**src/rtl/wb_slave_pkg.sv**
```systemverilog
// Shared types and widths for the Wishbone register-bank slave.
// The state encoding is exported so assertion binds can decode it.
package wb_slave_pkg;

  localparam int DATA_W = 32;
  localparam int SEL_W  = 4;

  typedef enum logic [1:0] {
    IDLE = 2'b00,
    WAIT = 2'b01,
    ACK  = 2'b10,
    ERR  = 2'b11
  } state_t;

endpackage

```
**src/rtl/wb_regbank.sv**
```systemverilog
// Register storage: byte-enabled write port, asynchronous read port.
// Asynchronous active-low clear of every register.
module wb_regbank
  import wb_slave_pkg::*;
#(
  parameter int ADDR_W   = 4,
  parameter int NUM_REGS = 8
) (
  input  logic              clk,
  input  logic              rst_n,
  input  logic              we,
  input  logic [ADDR_W-1:0] widx,
  input  logic [SEL_W-1:0]  sel,
  input  logic [DATA_W-1:0] wdata,
  input  logic [ADDR_W-1:0] ridx,
  output logic [DATA_W-1:0] rdata
);

  logic [DATA_W-1:0] mem [NUM_REGS];

  always_ff @(posedge clk or negedge rst_n) begin
    if (!rst_n) begin
      for (int i = 0; i < NUM_REGS; i++) begin
        mem[i] <= '0;
      end
    end else if (we) begin
      for (int i = 0; i < NUM_REGS; i++) begin
        if (widx == ADDR_W'(i)) begin
          for (int b = 0; b < SEL_W; b++) begin
            if (sel[b]) begin
              mem[i][8*b +: 8] <= wdata[8*b +: 8];
            end
          end
        end
      end
    end
  end

  // Out-of-range indices read as zero rather than X
  always_comb begin
    rdata = '0;
    for (int i = 0; i < NUM_REGS; i++) begin
      if (ridx == ADDR_W'(i)) begin
        rdata = mem[i];
      end
    end
  end

endmodule

```
**src/rtl/wb_slave_fsm.sv**
```systemverilog
// Wishbone classic slave: wait states, error on bad index,
// registered ack/err/read data over a small register bank.
module wb_slave_fsm
  import wb_slave_pkg::*;
#(
  parameter int ADDR_W      = 4,
  parameter int NUM_REGS    = 8,
  parameter int WAIT_CYCLES = 1
) (
  input  logic              clk,
  input  logic              rst_n,
  input  logic              wb_cyc_i,
  input  logic              wb_stb_i,
  input  logic              wb_we_i,
  input  logic [ADDR_W-1:0] wb_adr_i,
  input  logic [DATA_W-1:0] wb_dat_i,
  input  logic [SEL_W-1:0]  wb_sel_i,
  output logic [DATA_W-1:0] wb_dat_o,
  output logic              wb_ack_o,
  output logic              wb_err_o,
  output state_t            state_o
);

  localparam logic [ADDR_W:0] LIMIT = (ADDR_W+1)'(NUM_REGS);
  localparam logic [3:0]      WC    = 4'(WAIT_CYCLES);

  state_t              state;
  logic [3:0]          cnt;
  logic [ADDR_W-1:0]   idx;
  logic [ADDR_W-1:0]   rd_idx;
  logic [DATA_W-1:0]   rdata;
  logic                req;
  logic                bad;
  logic                we;

  assign req = wb_cyc_i & wb_stb_i;
  assign bad = {1'b0, wb_adr_i} >= LIMIT;
  // With no wait states the read happens on the accepting edge
  assign rd_idx = (state == IDLE) ? wb_adr_i : idx;
  assign we = (state == ACK) & req & wb_we_i;

  wb_regbank #(
    .ADDR_W   (ADDR_W),
    .NUM_REGS (NUM_REGS)
  ) u_bank (
    .clk   (clk),
    .rst_n (rst_n),
    .we    (we),
    .widx  (idx),
    .sel   (wb_sel_i),
    .wdata (wb_dat_i),
    .ridx  (rd_idx),
    .rdata (rdata)
  );

  always_ff @(posedge clk or negedge rst_n) begin
    if (!rst_n) begin
      state    <= IDLE;
      cnt      <= '0;
      idx      <= '0;
      wb_dat_o <= '0;
      wb_ack_o <= 1'b0;
      wb_err_o <= 1'b0;
    end else begin
      wb_ack_o <= 1'b0;
      wb_err_o <= 1'b0;
      unique case (state)
        IDLE: begin
          if (req) begin
            idx <= wb_adr_i;
            if (bad) begin
              state    <= ERR;
              wb_err_o <= 1'b1;
            end else if (WAIT_CYCLES == 0) begin
              state    <= ACK;
              wb_ack_o <= 1'b1;
              wb_dat_o <= rdata;
            end else begin
              state <= WAIT;
              cnt   <= WC - 4'd1;
            end
          end
        end
        WAIT: begin
          if (!wb_cyc_i) begin
            state <= IDLE;
          end else if (cnt == '0) begin
            state    <= ACK;
            wb_ack_o <= 1'b1;
            wb_dat_o <= rdata;
          end else begin
            cnt <= cnt - 4'd1;
          end
        end
        ACK:     state <= IDLE;
        ERR:     state <= IDLE;
        default: state <= IDLE;
      endcase
    end
  end

  assign state_o = state;

endmodule

```
**config.mk**
```make
export PLATFORM = sky130hd
export DESIGN_NAME = wb_slave_fsm
export DESIGN_NICKNAME = d
export VERILOG_FILES = /design/src/rtl/wb_slave_pkg.sv /design/src/rtl/wb_regbank.sv /design/src/rtl/wb_slave_fsm.sv
export SDC_FILE = /design/constraint.sdc
export NUM_CORES = 1
export LEC_CHECK = 0
export CAP_MARGIN = 20
export CELL_PAD_IN_SITES_DETAIL_PLACEMENT = 1
export CELL_PAD_IN_SITES_GLOBAL_PLACEMENT = 1
export CORE_ASPECT_RATIO = 1.1
export CORE_MARGIN = 2
export CORE_UTILIZATION = 38
export CTS_BUF_LIST = sky130_fd_sc_hd__clkbuf_4 sky130_fd_sc_hd__clkbuf_8
export DETAILED_ROUTE_END_ITERATION = 8
export PLACE_DENSITY_LB_ADDON = 0.15
export RECOVER_POWER = 100
export SYNTH_ARGS = -nofsm -noshare
export SYNTH_HDL_FRONTEND = slang
export SYNTH_SLANG_ARGS = --single-unit
export TNS_END_PERCENT = 100
```
**constraint.sdc**
```tcl
create_clock -name clk -period 2.9 [get_ports clk]
set_clock_uncertainty 0.15 [all_clocks]
set_input_delay 0.435 -clock clk [delete_from_list [all_inputs] [get_ports clk]]
set_output_delay 0.435 -clock clk [all_outputs]
set_load 0.02 [all_outputs]
```
# [Word level (Yosys, flattened, before mapping)]
# Index checks and enable logic that the tools add are counted.
[classes] reduce_logical=42 mux=25 eq_ne=22 bitwise=3 magnitude_cmp=1 add_sub_neg=1
[op_table] op="2-to-1 mux 32 bit" count=8
[op_table] op="AND reduction 3 bit" count=33
[op_table] op="== test 4 x 3 -> 1 bit (second input constant)" count=8
[op_table] op="2-to-1 mux 4 bit" count=5
[op_table] op="== test 4 x 2 -> 1 bit (second input constant)" count=4
[op_table] op="logical NOT 4 bit" count=3
[op_table] op="== test 4 x 1 -> 1 bit (second input constant)" count=2
[op_table] op="2-to-1 mux 2 bit" count=4
[op_table] op="inequality test 2 bit (second input constant)" count=4
[op_table] op="one-hot mux 4 bit (2 select lines)" count=1
[op_table] op="2-to-1 mux 1 bit" count=6
[op_table] op="one-hot mux 2 bit (3 select lines)" count=1
[op_table] op="AND reduction 5 bit" count=1
[op_table] op="== test 2 bit (second input constant)" count=2
[op_table] op="greater-or-equal comparator 4 bit (second input constant)" count=1
[op_table] op="AND reduction 2 bit" count=2
[op_table] op="subtractor 4 x 1 -> 4 bit (second input constant)" count=1
[op_table] op="bitwise AND 1 bit" count=3
[op_table] op="inequality test 3 bit (second input constant)" count=1
[op_table] op="== test 2 x 1 -> 1 bit (second input constant)" count=1
[op_table] op="logical NOT 2 bit" count=1
[op_table] op="nonzero test 2 bit" count=1
[op_table] op="OR reduction 2 bit" count=1
[totals] output_inout_bits=36 ff_bits=300 in_bits=45

# [Depth between registers and ports, before layout]
# Gate-level depths: netlist (run 1).
[depth] word_depth=11 depth_mapped=11 ltp_nobuf=9

# [Modules after synthesis]
# From an unflattened synthesis (run 1), not the netlist that was laid out.
[hier_totals] cells_unflattened=1095 area_unflattened_um2=14261.2
[modules_own_cells] module="wb_regbank" instances=1 cells_per_inst=973 area_each_um2=12299.3
[modules_own_cells] module="wb_slave_fsm" instances=1 cells_per_inst=122 area_each_um2=1961.9

# [Worst setup path before layout (run 1)]
# No wires, ideal clock.
[synth_path] path_kind="reg2reg" from="register state[1], in the netlist state_o[1]" to="register wb_dat_o[0]" slack_ps=532 arrival_ps=2094 required_ps=2627 setup_time_ps=123 stages_incl_launch_ff=11 path_cell_list="dfrtp_1 > buf_6 > or2_1 > buf_6 > a21oi_4 > nor2_1 > buf_2 > buf_2 > a221o_1 > o21ai_1 > a21oi_1"
[synth_via] elab_chain_len=11 word_cells_on_any_way=20
[synth_lines] item="from (decl)" line_no="wb_slave_fsm.sv:27" rtl="state_t state;"
[synth_lines] item="from (signal assigned)" line_no="wb_slave_fsm.sv:58" rtl="state <= IDLE;"
[synth_lines] item="from (signal assigned)" line_no="wb_slave_fsm.sv:72" rtl="state <= ERR;"
[synth_lines] item="from (signal assigned)" line_no="wb_slave_fsm.sv:75" rtl="state <= ACK;"
[synth_lines] item="logical NOT 2 bit" line_no="wb_slave_fsm.sv:39" rtl="assign rd_idx = (state == IDLE) ? wb_adr_i : idx;"
[synth_lines] item="2-to-1 mux 4 bit" line_no="wb_slave_fsm.sv:39"
[synth_lines] item="logical NOT 4 bit" line_no="wb_regbank.sv:43" rtl="if (ridx == ADDR_W'(i)) begin"
[synth_lines] item="2-to-1 mux 32 bit (8 in series)" line_no="wb_regbank.sv:43"
[synth_lines] item="to (signal assigned)" line_no="wb_slave_fsm.sv:77" rtl="wb_dat_o <= rdata;"
[synth_lines] item="to (signal assigned)" line_no="wb_slave_fsm.sv:90" rtl="wb_dat_o <= rdata;"
[synth_lines] item="to (decl)" line_no="wb_slave_fsm.sv:18" rtl="output logic [DATA_W-1:0] wb_dat_o,"
# Several ways; a longest one is shown, not always the timed one.
# A chain may end at the register's enable or synchronous reset.

# [Final worst setup path (run 1)]
[layout_path] from="register state[1], in the netlist state_o[1]" to="register u_bank.mem[148] in the netlist's numbering"
[layout_via] elab_chain_len=4
[layout_lines] item="== test 2 bit" line_no="wb_slave_fsm.sv:40" rtl="assign we = (state == ACK) & req & wb_we_i;"
[layout_lines] item="bitwise AND 1 bit (2 in series)" line_no="wb_slave_fsm.sv:40"
[layout_lines] item="AND reduction 3 bit (no source line)"
[layout_lines] item="to (signal, indexed assignment)" line_no="wb_regbank.sv:31" rtl="mem[i][8*b +: 8] <= wdata[8*b +: 8];"
[layout_lines] item="to (decl)" line_no="wb_regbank.sv:19" rtl="logic [DATA_W-1:0] mem [NUM_REGS];"
# No other way between the ends.

==> summary.md, run 1 <==
| Metric | Value |
|---|---|
| Gate power share | 0.170 |
| Met3 routed WL | 1590 µm |
| Yosys top cell area share | 0.556 |
| Worst setup path startpoint | state_o[1] |
| Violated checks | capacitance limit, slew limit |
| Share of flip-flops with an asynchronous set or reset after synthesis | 1.00 |
| Width of the die | 184 µm |
| Endpoint of the most critical setup path | u_bank.mem[148] |
| Buffers on Ports | 80 |
| Internal power summed over all cells | 7.63 mW |
| Final hold vios | 0 |
| Placeable Area | 35000 µm² |
| Detailed Route WL | 41600 µm |
| Count of fill cells added during filler insertion | 3696 |
| Result of the run | finished, violations left |
| Cts bufs inserted | 53 |
| Row count | 72 |
| Routed metal-1 wirelength | 18700 µm |
| Number of nets still failing antenna checks after routing | 0 |
| Fraction of the cycle the final worst path needs | 0.942 |
| Fraction of power spent switching nets | 0.287 |
| Synthesis-stage register bit count | 300 |
| Max Slew Vio Count | 69 |
| Die height | 202 µm |
| Initial core utilization | 0.385 |
| Total negative setup slack | 0 ns |
| Pre-antenna DRT Iters | 6 |
| Sw Pwr | 3.07 mW |
| Count of clock tree sinks | 300 |
| Sequential fraction of design power | 0.436 |
| Wire length per cell after detailed routing | 23.5 µm |
| Number of global-route vias before repair | 10798 |
| Antenna diode count | 0 |
| Remaining global-route overflow | 0 |
| Via total after detailed routing | 10032 |
| Type of the tightest min-delay check | register to register |
| Worst Max-Slew Pin Slew | 2.05 ns |
| Reg2Reg Setup Slack | 0.17 ns |
| DP Cell Count | 1676 |
| Sort of element at the end of the critical path | register |
| Yosys synthesis warning count | 0 |
| Total GRT Usage | 0.231 |
| Post-synthesis instance area | 13500 µm² |
| Skew-Pair Late Insertion Delay | 0.60 ns |
| # IOs | 81 |
| Maximum number of pins on one net before global-route repair | 73 |
| Main flop type after synthesis | sky130_fd_sc_hd__dfrtp_1 |
| Weighted congestion reported at the end of routability-driven placement | 0.784 |
| Worst hold slack across all endpoints | 0.352 ns |
| Largest buffer count on any clock path | 3 |
| Max Fclk | 366 MHz |
| MaxCap Viol Count | 1 |
| Crit path arrival time | 3.05 ns |
| Largest vdd supply drop | 0.396 mV |
| Number of buffers added to fix hold violations after cts | 1 |
| Number of enable-type register cells in the synthesized netlist | 0 |
| Endpoint of the worst-slack reg-to-reg timing path | u_bank.mem[148] |
| Net count of the finished layout | 1334 |
| Synthesis-to-finish area growth | 21.8% |
| Most used standard cells in the synthesized netlist | 300 x sky130_fd_sc_hd__dfrtp_1, 260 x sky130_fd_sc_hd__mux2_2, 104 x sky130_fd_sc_hd__a21oi_1, 104 x sky130_fd_sc_hd__nand2_1, 66 x sky130_fd_sc_hd__nor2_1 |
| Ranking of synthesized cells by area | sky130_fd_sc_hd__dfrtp_1 56%, sky130_fd_sc_hd__mux2_2 22%, sky130_fd_sc_hd__a21oi_1 3.9%, sky130_fd_sc_hd__a221o_1 2.9%, sky130_fd_sc_hd__nand2_1 2.9% |
| Type of element launching the critical path | register |
| Total nets after synthesis | 1173 |
| Largest area contributor in the synthesized netlist | sky130_fd_sc_hd__dfrtp_1 |
| Cells on worst reg2reg path | 8 |
| Power density relative to cell area | 651 nW/µm² |
| Library cell with the highest instance count after synthesis | sky130_fd_sc_hd__dfrtp_1 |
| Number of endpoints failing setup at the final stage | 0 |
| Clock tree from TritonCTS | yes |
| Library cells used by synthesis | 48 |
| Start of the worst register-to-register path | state_o[1] |
| Mean Syn Cell Area | 12.0 µm² |
| Period minus WS final | 2.73 ns |
| Highest Signal Layer | met4 |
| Number of standard cells in the layout, taps in and fillers out | 1772 |
| Max-slew headroom | -0.364 |
| Share of power burned in the clock network | 0.394 |
| Wire length of the first global-routing pass | 65400 µm |
| Post-detail-place hpwl | 27700 µm |
| Buffer type at the clock tree root | sky130_fd_sc_hd__clkbuf_8 |
| Setup repair after global routing missed its margin | false |
| Number of standard cells after synthesis | 1127 |
| Post-synthesis sequential area ratio | 0.556 |
| Met2 layer wire length in the routed design | 20300 µm |
| H-Tree Level Count | 2 |
| CP required | 3.22 ns |
| Crit path kind | register to register |
| Share of post-route cells with drive strength above 1 | 0.341 |
| Die Area | 37000 µm² |
| Vias per cell | 5.66 |
| Highest fanout seen on the critical path | 9 |
| Number of DRC violations after detailed routing | 0 |
| Starting DRC count in detailed routing | 492 |
| Quantity of gates resized following cts | 0 |
| Pwr Total | 10.7 mW |
| Antenna violations before repair | 0 |
| Reg clk slew, reported paths | 0.06 ns |
| Setup Fix Bufs, Post-CTS | 0 |
| Cell leakage power | 7.63 nW |
[final cells by class]
class                           instances  area, µm²  area share
Clock inverter                          3       18.8     0.00114
Inverter                                4       15.0    0.000914
Multi-Input combinational cell        765       5720       0.348
Clock buffer                           92       1130      0.0690
Tap cell                              444        556      0.0338
Sequential cell                       300       7510       0.457
Timing Repair Buffer                  164       1490      0.0904
[state kept, by name, summed over array words and instances (netlist names)]
name / flops
u_bank.mem: 256
wb_dat_o: 32
cnt: 4
idx: 4
state_o: 2
wb_ack_o: 1
wb_err_o: 1
[placed cells by master (no fill, tap or decap), types with 10 or more instances in the layout]
cell type / Yosys / final
sky130_fd_sc_hd__buf_4: 0 / 47
sky130_fd_sc_hd__o21ai_1: 32 / 21
sky130_fd_sc_hd__a221o_1: 39 / 39
sky130_fd_sc_hd__clkbuf_2: 0 / 23
sky130_fd_sc_hd__nor2_1: 66 / 64
sky130_fd_sc_hd__o22ai_1: 52 / 52
sky130_fd_sc_hd__o21ai_0: 51 / 61
sky130_fd_sc_hd__clkbuf_8: 0 / 71
sky130_fd_sc_hd__nand2_1: 104 / 104
sky130_fd_sc_hd__clkbuf_4: 0 / 21
sky130_fd_sc_hd__buf_12: 0 / 10
sky130_fd_sc_hd__mux2_2: 260 / 260
sky130_fd_sc_hd__clkdlybuf4s50_1: 0 / 43
sky130_fd_sc_hd__dlygate4sd3_1: 0 / 37
sky130_fd_sc_hd__dfrtp_1: 300 / 300
sky130_fd_sc_hd__a21oi_1: 104 / 103
[logic make-up (layout without fill, tap and decap cells)]
| family | count (synthesis) | count (layout) | share of synthesized area |
|---|---|---|---|
| buffers and inverters | 62 | 263 | 0.0211 |
| AND/OR/NAND/NOR | 195 | 195 | 0.0599 |
| flip-flops | 300 | 300 | 0.556 |
| multiplexers | 268 | 268 | 0.225 |
| AO/OA/AOI/OAI | 299 | 299 | 0.135 |
| XOR/XNOR | 2 | 2 | 0.00130 |
| adder cells (fa/ha/maj) | 1 | 1 | 0.000927 |
[stage by stage]
step | utilization | setup slack (ns) | cell area (µm²)
floorplan | - | 0.532 | 13500
global placement | 0.438 | 0.154 | 15400
detailed placement | 0.438 | 0.111 | 15400
CTS | 0.472 | 0.204 | 16500
global route | 0.469 | 0.0362 | 16400
finish | 0.469 | 0.168 | 16400
[power by group through the flow]
stage	Clock (mW)	Combinational (mW)	Sequential [mW]
3_3_place_gp	0	1.86	4.74
6_report	4.22	1.81	4.66
5_1_grt	4.51	1.96	4.70
2_1_floorplan	0	0.801	4.83
3_5_place_dp	0	1.89	4.74
4_1_cts	4.33	1.89	4.67
[how the worst min path moves through the flow]
stage	startpoint	end	slack, ns	depth (start not counted)
4_1_cts	rst_n	u_bank.mem[131]	0.27	2
5_1_grt	u_bank.mem[56]	u_bank.mem[56]	0.36	1
6_report	u_bank.mem[33]	u_bank.mem[33]	0.35	1
3_3_place_gp	rst_n	cnt[0]	0.33	1
2_1_floorplan	rst_n	cnt[0]	-0.01	0
3_5_place_dp	rst_n	cnt[0]	0.31	1
[routing by layer]
layer,global-route usage,vias up
met3,0.0326,69
met2,0.382,209
li1,-,4461
met5,0,-
met1,0.314,5293
met4,0.0691,0
[worst max-delay path, stage by stage (launching register included)]
cell,delay [ns]
sky130_fd_sc_hd__dfrtp_1,0.33
sky130_fd_sc_hd__clkbuf_1,0.36
sky130_fd_sc_hd__nand4_1,0.14
sky130_fd_sc_hd__nor2_1,0.11
sky130_fd_sc_hd__clkbuf_1,0.36
sky130_fd_sc_hd__nand2_1,0.27
sky130_fd_sc_hd__nor2_1,0.20
sky130_fd_sc_hd__clkbuf_2,0.31
sky130_fd_sc_hd__mux2_2,0.37
No activity file was read; power rests on OpenSTA's default activity.
==> run 2, diff against run 1 <==
--- a/config.mk
+++ b/config.mk
@@ -10,8 +10,9 @@
 export CELL_PAD_IN_SITES_GLOBAL_PLACEMENT = 1
 export CORE_ASPECT_RATIO = 1.1
 export CORE_MARGIN = 2
-export CORE_UTILIZATION = 38
-export CTS_BUF_LIST = sky130_fd_sc_hd__clkbuf_4 sky130_fd_sc_hd__clkbuf_8
+export CORE_UTILIZATION = 39
+export CTS_BUF_LIST = sky130_fd_sc_hd__clkbuf_4
+export CTS_CLUSTER_SIZE = 25
 export DETAILED_ROUTE_END_ITERATION = 8
 export PLACE_DENSITY_LB_ADDON = 0.15
 export RECOVER_POWER = 100
==> run 2 against run 1 <==
Effect of this change: the flow still finishes with violations (capacitance limit, slew limit); sequential share of layout area rose by 0.17 points; cell area down 0.37%; sequential cell count unchanged; fmax is 0.25% higher; final cell count up 2.8%; critical endpoint is now state_o[1].
==> summary.md, run 2 (synthesized netlist as in run 1, its figures left out) <==
| Metric | Value |
|---|---|
| Type of the tightest min-delay check | input port to register (was register to register) |
| Sort of element at the end of the critical path | output port (was register) |
| # IOs | 81 (unchanged) |
| Total GRT Usage | 0.243 (was 0.231) |
| Violated checks | capacitance limit, slew limit (unchanged) |
| CP required | 2.32 ns (was 3.22 ns) |
| Result of the run | finished, violations left (unchanged) |
| Buffer type at the clock tree root | sky130_fd_sc_hd__clkbuf_4 (was sky130_fd_sc_hd__clkbuf_8) |
| Reg clk slew, reported paths | 0.07 ns (was 0.06 ns) |
| Pwr Total | 10.5 mW (was 10.7 mW) |
| Die Area | 36100 µm² (was 37000 µm²) |
| Registers with the most flip-flops | u_bank.mem x256, wb_dat_o x32 (unchanged) |
| MaxCap Viol Count | 1 (unchanged) |
| Number of global-route vias before repair | 11204 (was 10798) |
| Wire length per cell after detailed routing | 23.3 µm (was 23.5 µm) |
| Share of post-route cells with drive strength above 1 | 0.346 (was 0.341) |
| Number of DRC violations after detailed routing | 0 (unchanged) |
| Total negative setup slack | 0 ns (unchanged) |
| Highest Signal Layer | met4 (unchanged) |
| Pre-antenna DRT Iters | 4 (was 6) |
| Setup repair after global routing missed its margin | false (unchanged) |
| Type of element launching the critical path | register (unchanged) |
| Detailed Route WL | 42500 µm (was 41600 µm) |
| Antenna violations before repair | 1 (was 0) |
| Synthesis-to-finish area growth | 21.3% (was 21.8%) |
| Period minus WS final | 2.72 ns (was 2.73 ns) |
| Routed metal-1 wirelength | 19400 µm (was 18700 µm) |
| Power density relative to cell area | 642 nW/µm² (was 651 nW/µm²) |
| Initial core utilization | 0.396 (was 0.385) |
| Die height | 199 µm (was 202 µm) |
| Reg2Reg Setup Slack | 0.18 ns (was 0.17 ns) |
| Wire length of the first global-routing pass | 66600 µm (was 65400 µm) |
| Highest fanout seen on the critical path | 9 (unchanged) |
| Number of endpoints failing setup at the final stage | 0 (unchanged) |
| Width of the die | 181 µm (was 184 µm) |
| Setup Fix Bufs, Post-CTS | 0 (unchanged) |
| Remaining global-route overflow | 0 (unchanged) |
| Cts bufs inserted | 85 (was 53) |
| Final hold vios | 0 (unchanged) |
| Met3 routed WL | 1570 µm (was 1590 µm) |
| Most frequent cells in the layout | 300 x sky130_fd_sc_hd__dfrtp_1, 260 x sky130_fd_sc_hd__mux2_2, 125 x sky130_fd_sc_hd__clkbuf_4 (was 300 x sky130_fd_sc_hd__dfrtp_1, 260 x sky130_fd_sc_hd__mux2_2, 104 x sky130_fd_sc_hd__nand2_1) |
| Number of nets still failing antenna checks after routing | 0 (unchanged) |
| Vias per cell | 5.64 (was 5.66) |
| Crit path arrival time | 2.14 ns (was 3.05 ns) |
| Quantity of gates resized following cts | 0 (unchanged) |
| Count of clock tree sinks | 300 (unchanged) |
| Clock tree from TritonCTS | yes (unchanged) |
| Largest vdd supply drop | 0.293 mV (was 0.396 mV) |
| Crit path kind | register to output port (was register to register) |
| Skew-Pair Late Insertion Delay | 0.75 ns (was 0.60 ns) |
| Worst Max-Slew Pin Slew | 1.79 ns (was 2.05 ns) |
| Max-slew headroom | -0.194 (was -0.364) |
| Post-detail-place hpwl | 27600 µm (was 27700 µm) |
| Hold path startpoint | wb_adr_i[2] (was u_bank.mem[33]) |
| Reg with most FFs | u_bank.mem (unchanged) |
| Cell leakage power | 7.61 nW (was 7.63 nW) |
| Met2 layer wire length in the routed design | 20500 µm (was 20300 µm) |
| H-Tree Level Count | 3 (was 2) |
| Row count | 71 (was 72) |
| Number of flip-flops under the largest register name | 256 (unchanged) |
| Largest buffer count on any clock path | 3 (unchanged) |
| Max Slew Vio Count | 58 (was 69) |
| Net count of the finished layout | 1367 (was 1334) |
| Weighted congestion reported at the end of routability-driven placement | 0.765 (was 0.784) |
| Number of buffers added to fix hold violations after cts | 1 (unchanged) |
| Buffers on Ports | 80 (unchanged) |
| Number of standard cells in the layout, taps in and fillers out | 1822 (was 1772) |
| Start of the worst register-to-register path | state_o[1] (unchanged) |
| Starting DRC count in detailed routing | 672 (was 492) |
| Placeable Area | 34100 µm² (was 35000 µm²) |
| Fraction of the cycle the final worst path needs | 0.940 (was 0.942) |
| Most frequent standard cell in the layout excluding fill and tap cells | sky130_fd_sc_hd__dfrtp_1 (unchanged) |
| Max Fclk | 367 MHz (was 366 MHz) |
| Maximum number of pins on one net before global-route repair | 65 (was 73) |
| DP Cell Count | 1671 (was 1676) |
| Worst setup path startpoint | state_o[1] (unchanged) |
| Via total after detailed routing | 10272 (was 10032) |
-- run 2: changes by cell type in the layout (fill, tap and decap cells not counted), moves of 2 or more --
cell and change:
sky130_fd_sc_hd__clkinv_2 -2, sky130_fd_sc_hd__clkbuf_2 -4, sky130_fd_sc_hd__clkinv_1 +17, sky130_fd_sc_hd__clkbuf_8 -71
sky130_fd_sc_hd__buf_12 +2, sky130_fd_sc_hd__bufinv_16 +2, sky130_fd_sc_hd__clkbuf_4 +104, sky130_fd_sc_hd__diode_2 +2
sky130_fd_sc_hd__buf_4 -7, sky130_fd_sc_hd__inv_2 +2, sky130_fd_sc_hd__clkbuf_1 +11
-- run 2: metal layers --
| metal | global-route usage | vias to the layer above |
|---|---|---|
| li1 | - | 4586 |
| met1 | 0.321 | 5383 |
| met2 | 0.402 | 225 |
| met3 | 0.0421 | 78 |
| met4 | 0.0915 | 0 |
| met5 | 0 | - |
-- run 2: stage by stage --
stage          hold WS [ns]  area (µm²)  setup slack, ns   util
2_1_floorplan       -0.0106       13500            0.532      -
3_3_place_gp          0.275       15400            0.236  0.451
3_5_place_dp          0.279       15400            0.190  0.451
4_1_cts              0.0426       16500            0.274  0.483
5_1_grt               0.213       16400           0.0744  0.480
6_report              0.232       16400            0.175  0.480
-- run 2: worst max-delay path, stage by stage, from the launching register on --
cell and delay (ns):
sky130_fd_sc_hd__dfrtp_1 0.34, sky130_fd_sc_hd__clkbuf_1 0.37, sky130_fd_sc_hd__clkdlybuf4s50_1 0.69
-- run 2: final timing paths --
| path | endpoint | depth (start not counted) |
|---|---|---|
| min in group asynchronous | cnt[0] | 2 |
| min reg2reg | u_bank.mem[56] | 1 |
| max in group asynchronous | wb_dat_o[22] | 4 |
| max reg2reg | wb_dat_o[0] | 7 |
| max | state_o[1] | 2 |
| min | idx[2] | 2 |
-- run 2: layout make-up --
class | instances | area [µm²]
Antenna cell | 2 | 5.00
Clock buffer | 125 | 938
Clock inverter | 23 | 148
Fill cell | 3700 | 17700
Inverter | 4 | 15.0
Multi-Input combinational cell | 765 | 5730
Sequential cell | 300 | 7510
Tap cell | 438 | 548
Timing Repair Buffer | 165 | 1490
-- run 2: where the power goes --
group | total (mW) | internal [mW] | switching (mW)
Combinational | 1.83 | 0.727 | 1.10
Sequential | 4.66 | 4.46 | 0.200
Clock | 4.02 | 2.14 | 1.88
Total | 10.5 | 7.33 | 3.17
==> run 3, diff against run 2 <==
--- a/config.mk
+++ b/config.mk
@@ -10,11 +10,11 @@
 export CELL_PAD_IN_SITES_GLOBAL_PLACEMENT = 1
 export CORE_ASPECT_RATIO = 1.1
 export CORE_MARGIN = 2
-export CORE_UTILIZATION = 39
+export CORE_UTILIZATION = 50
 export CTS_BUF_LIST = sky130_fd_sc_hd__clkbuf_4
 export CTS_CLUSTER_SIZE = 25
 export DETAILED_ROUTE_END_ITERATION = 8
-export PLACE_DENSITY_LB_ADDON = 0.15
+export PLACE_DENSITY = 0.88
 export RECOVER_POWER = 100
 export SYNTH_ARGS = -nofsm -noshare
 export SYNTH_HDL_FRONTEND = slang
==> run 3 against run 2 <==
Effect of this change: the flow still finishes with violations (capacitance limit, slew limit); register-to-register slack got worse by 0.095 ns; setup slack lost 0.095 ns; combinational power is 7% higher; utilization is 12 points higher; fmax fell by 3.4%; first-iteration DRC count is 79% higher; sequential power about the same; critical path type is now register to register; largest power group unchanged; highest routed layer unchanged.
==> summary.md, run 3 (synthesized netlist as in run 1, its figures left out) <==
| Metric | Value |
|---|---|
| Count of clock tree sinks | 300 (unchanged) |
| FF/Latch Area | 7510 µm² (unchanged) |
| Cells on worst reg2reg path | 8 (was 7) |
| Reg with most FFs | u_bank.mem (unchanged) |
| Cell leakage power | 7.58 nW (was 7.61 nW) |
| Via total after detailed routing | 11586 (was 10272) |
| Highest fanout seen on the critical path | 8 (was 9) |
| Hold path startpoint | wb_adr_i[2] (unchanged) |
| Max-slew headroom | -0.409 (was -0.194) |
| Weighted congestion reported at the end of routability-driven placement | 0.821 (was 0.765) |
| Routing usage on met1 | 0.428 (was 0.321) |
| Type of element launching the critical path | register (unchanged) |
| Row count | 63 (was 71) |
| Die Area | 28300 µm² (was 36100 µm²) |
| Crit path kind | register to register (was register to output port) |
| Registers with the most flip-flops | u_bank.mem x256, wb_dat_o x32 (unchanged) |
| Met2 demand-to-capacity share in global routing | 0.593 (was 0.402) |
| Worst setup path startpoint | state_o[1] (unchanged) |
| Clock tree from TritonCTS | yes (unchanged) |
| Combined area of the multi-input logic cells | 5730 µm² (unchanged) |
| Antenna violations before repair | 2 (was 1) |
| Period minus WS final | 2.82 ns (was 2.72 ns) |
| Wire length of the first global-routing pass | 77200 µm (was 66600 µm) |
| GRT busiest layer | met2 (unchanged) |
| Endpoint of the worst-slack reg-to-reg timing path | u_bank.mem[199] (was wb_dat_o[0]) |
| Wire length per cell after detailed routing | 29.2 µm (was 23.3 µm) |
| Initial core utilization | 0.505 (was 0.396) |
| Max Fclk | 355 MHz (was 367 MHz) |
| GR Util met3 | 0.0768 (was 0.0421) |
| Synthesis-to-finish area growth | 19.3% (was 21.3%) |
| MaxCap Viol Count | 1 (unchanged) |
| Skew-Pair Late Insertion Delay | 0.72 ns (was 0.75 ns) |
| Violated checks | capacitance limit, slew limit (unchanged) |
| Total negative setup slack | 0 ns (unchanged) |
| Post-detail-place hpwl | 28500 µm (was 27600 µm) |
| Result of the run | finished, violations left (unchanged) |
| Die height | 176 µm (was 199 µm) |
| Setup repair after global routing missed its margin | false (unchanged) |
| End point of the worst hold path | idx[2] (unchanged) |
| Worst Max-Slew Pin Slew | 2.11 ns (was 1.79 ns) |
| H-Tree Level Count | 3 (unchanged) |
| Starting DRC count in detailed routing | 1205 (was 672) |
| # IOs | 81 (unchanged) |
| Detailed Route WL | 50400 µm (was 42500 µm) |
| Number of flip-flops under the largest register name | 256 (unchanged) |
| Crit path arrival time | 3.28 ns (was 2.14 ns) |
| Share of post-route cells with drive strength above 1 | 0.340 (was 0.346) |
| Reg2Reg Setup Slack | 0.08 ns (was 0.18 ns) |
| Width of the die | 161 µm (was 181 µm) |
| Maximum number of pins on one net before global-route repair | 76 (was 65) |
| Placeable Area | 26700 µm² (was 34100 µm²) |
| Number of endpoints failing setup at the final stage | 0 (unchanged) |
| Power density relative to cell area | 640 nW/µm² (was 642 nW/µm²) |
| Post-place instance area | 15300 µm² (was 15400 µm²) |
| Net count of the finished layout | 1364 (was 1367) |
| Fraction of the cycle the final worst path needs | 0.972 (was 0.940) |
| Largest vdd supply drop | 0.277 mV (was 0.293 mV) |
| Most frequent cells in the layout | 300 x sky130_fd_sc_hd__dfrtp_1, 247 x sky130_fd_sc_hd__mux2_2, 118 x sky130_fd_sc_hd__clkbuf_4 (was 300 x sky130_fd_sc_hd__dfrtp_1, 260 x sky130_fd_sc_hd__mux2_2, 125 x sky130_fd_sc_hd__clkbuf_4) |
| Sort of element at the end of the critical path | register (was output port) |
| Number of global-route vias before repair | 12909 (was 11204) |
| Remaining global-route overflow | 0 (unchanged) |
| Buffer type at the clock tree root | sky130_fd_sc_hd__clkbuf_4 (unchanged) |
| Worst hold stages | 2 (unchanged) |
| Number of standard cells in the layout, taps in and fillers out | 1728 (was 1822) |
| Max Slew Vio Count | 73 (was 58) |
| DP Cell Count | 1593 (was 1671) |
| Start of the worst register-to-register path | state_o[1] (unchanged) |
| Buffers on Ports | 80 (unchanged) |
| Final hold vios | 0 (unchanged) |
| Total GRT Usage | 0.361 (was 0.243) |
| CP required | 3.36 ns (was 2.32 ns) |
| Type of the tightest min-delay check | input port to register (unchanged) |
| Number of DRC violations after detailed routing | 0 (unchanged) |
| Layout Cell Area excl Fill | 16100 µm² (was 16400 µm²) |
| Number of nets still failing antenna checks after routing | 0 (unchanged) |
| Count of fill cells added during filler insertion | 2722 (was 3700) |
| Vias per cell | 6.70 (was 5.64) |
| Most frequent standard cell in the layout excluding fill and tap cells | sky130_fd_sc_hd__dfrtp_1 (unchanged) |
| Cts bufs inserted | 79 (was 85) |
| Reg clk slew, reported paths | 0.07 ns (about the same) |
| Pre-antenna DRT Iters | 6 (was 4) |
| Largest buffer count on any clock path | 3 (unchanged) |
==> run 3: timing repair <==
action	CTS	global route
endpoints found under the hold margin	67	0
endpoints found under the setup margin	0	15
gates resized for setup	0	2
hold buffers	1	0
setup buffers	0	0
==> run 3: power breakdown <==
group          internal (mW)  total [mW]  switching (mW)
Sequential              4.46        4.69           0.225
Clock                   1.81        3.65            1.84
Combinational          0.719        1.96            1.24
==> run 3: area by class of cell <==
type / count / share of cell area
flip-flops and latches: 300 / 0.466
multi-input cells: 765 / 0.356
repair buffers: 168 / 0.0909
clock buffers: 115 / 0.0536
well taps: 357 / 0.0278
clock inverters: 17 / 0.00435
inverters: 4 / 0.000933
diodes: 2 / 0.000311
==> run 3: critical path, stage by stage (launching register included) <==
cell and delay, ns:
sky130_fd_sc_hd__dfrtp_1 0.47, sky130_fd_sc_hd__clkbuf_1 0.28, sky130_fd_sc_hd__nand4_1 0.15, sky130_fd_sc_hd__nor2_1 0.13
sky130_fd_sc_hd__buf_4 0.17, sky130_fd_sc_hd__nand2_1 0.25, sky130_fd_sc_hd__nor2_1 0.32, sky130_fd_sc_hd__clkbuf_2 0.37
sky130_fd_sc_hd__mux2_2 0.39
==> run 3: worst max-delay path by stage <==
stage          slack [ns]               to  depth (start not counted)
2_1_floorplan        0.53      wb_dat_o[0]                         10
3_3_place_gp         0.09     wb_dat_o[27]                          9
3_5_place_dp        -0.01      wb_dat_o[9]                          8
4_1_cts              0.08     wb_dat_o[14]                          8
5_1_grt             0.003      wb_dat_o[2]                          8
6_report             0.08  u_bank.mem[199]                          8
==> run 3: metrics by stage <==
step | power, mW | setup slack [ns] | hold slack, ns | util
after floorplan | 5.63 | 0.532 | -0.0106 | -
after global placement | 6.53 | 0.0939 | 0.317 | 0.572
after detailed placement | 6.63 | -0.0143 | 0.314 | 0.572
after CTS | 10.3 | 0.0805 | 0.146 | 0.607
after global routing | 10.6 | 0.00257 | 0.306 | 0.602
final | 10.3 | 0.0799 | 0.287 | 0.602
==> run 3: routing by layer <==
layer	vias up	wire length, µm	part of all wire
met4	0	3360	0.067
met1	5931	18400	0.36
met5	-	0	0
li1	4550	-	-
met3	283	4360	0.087
met2	822	24300	0.48
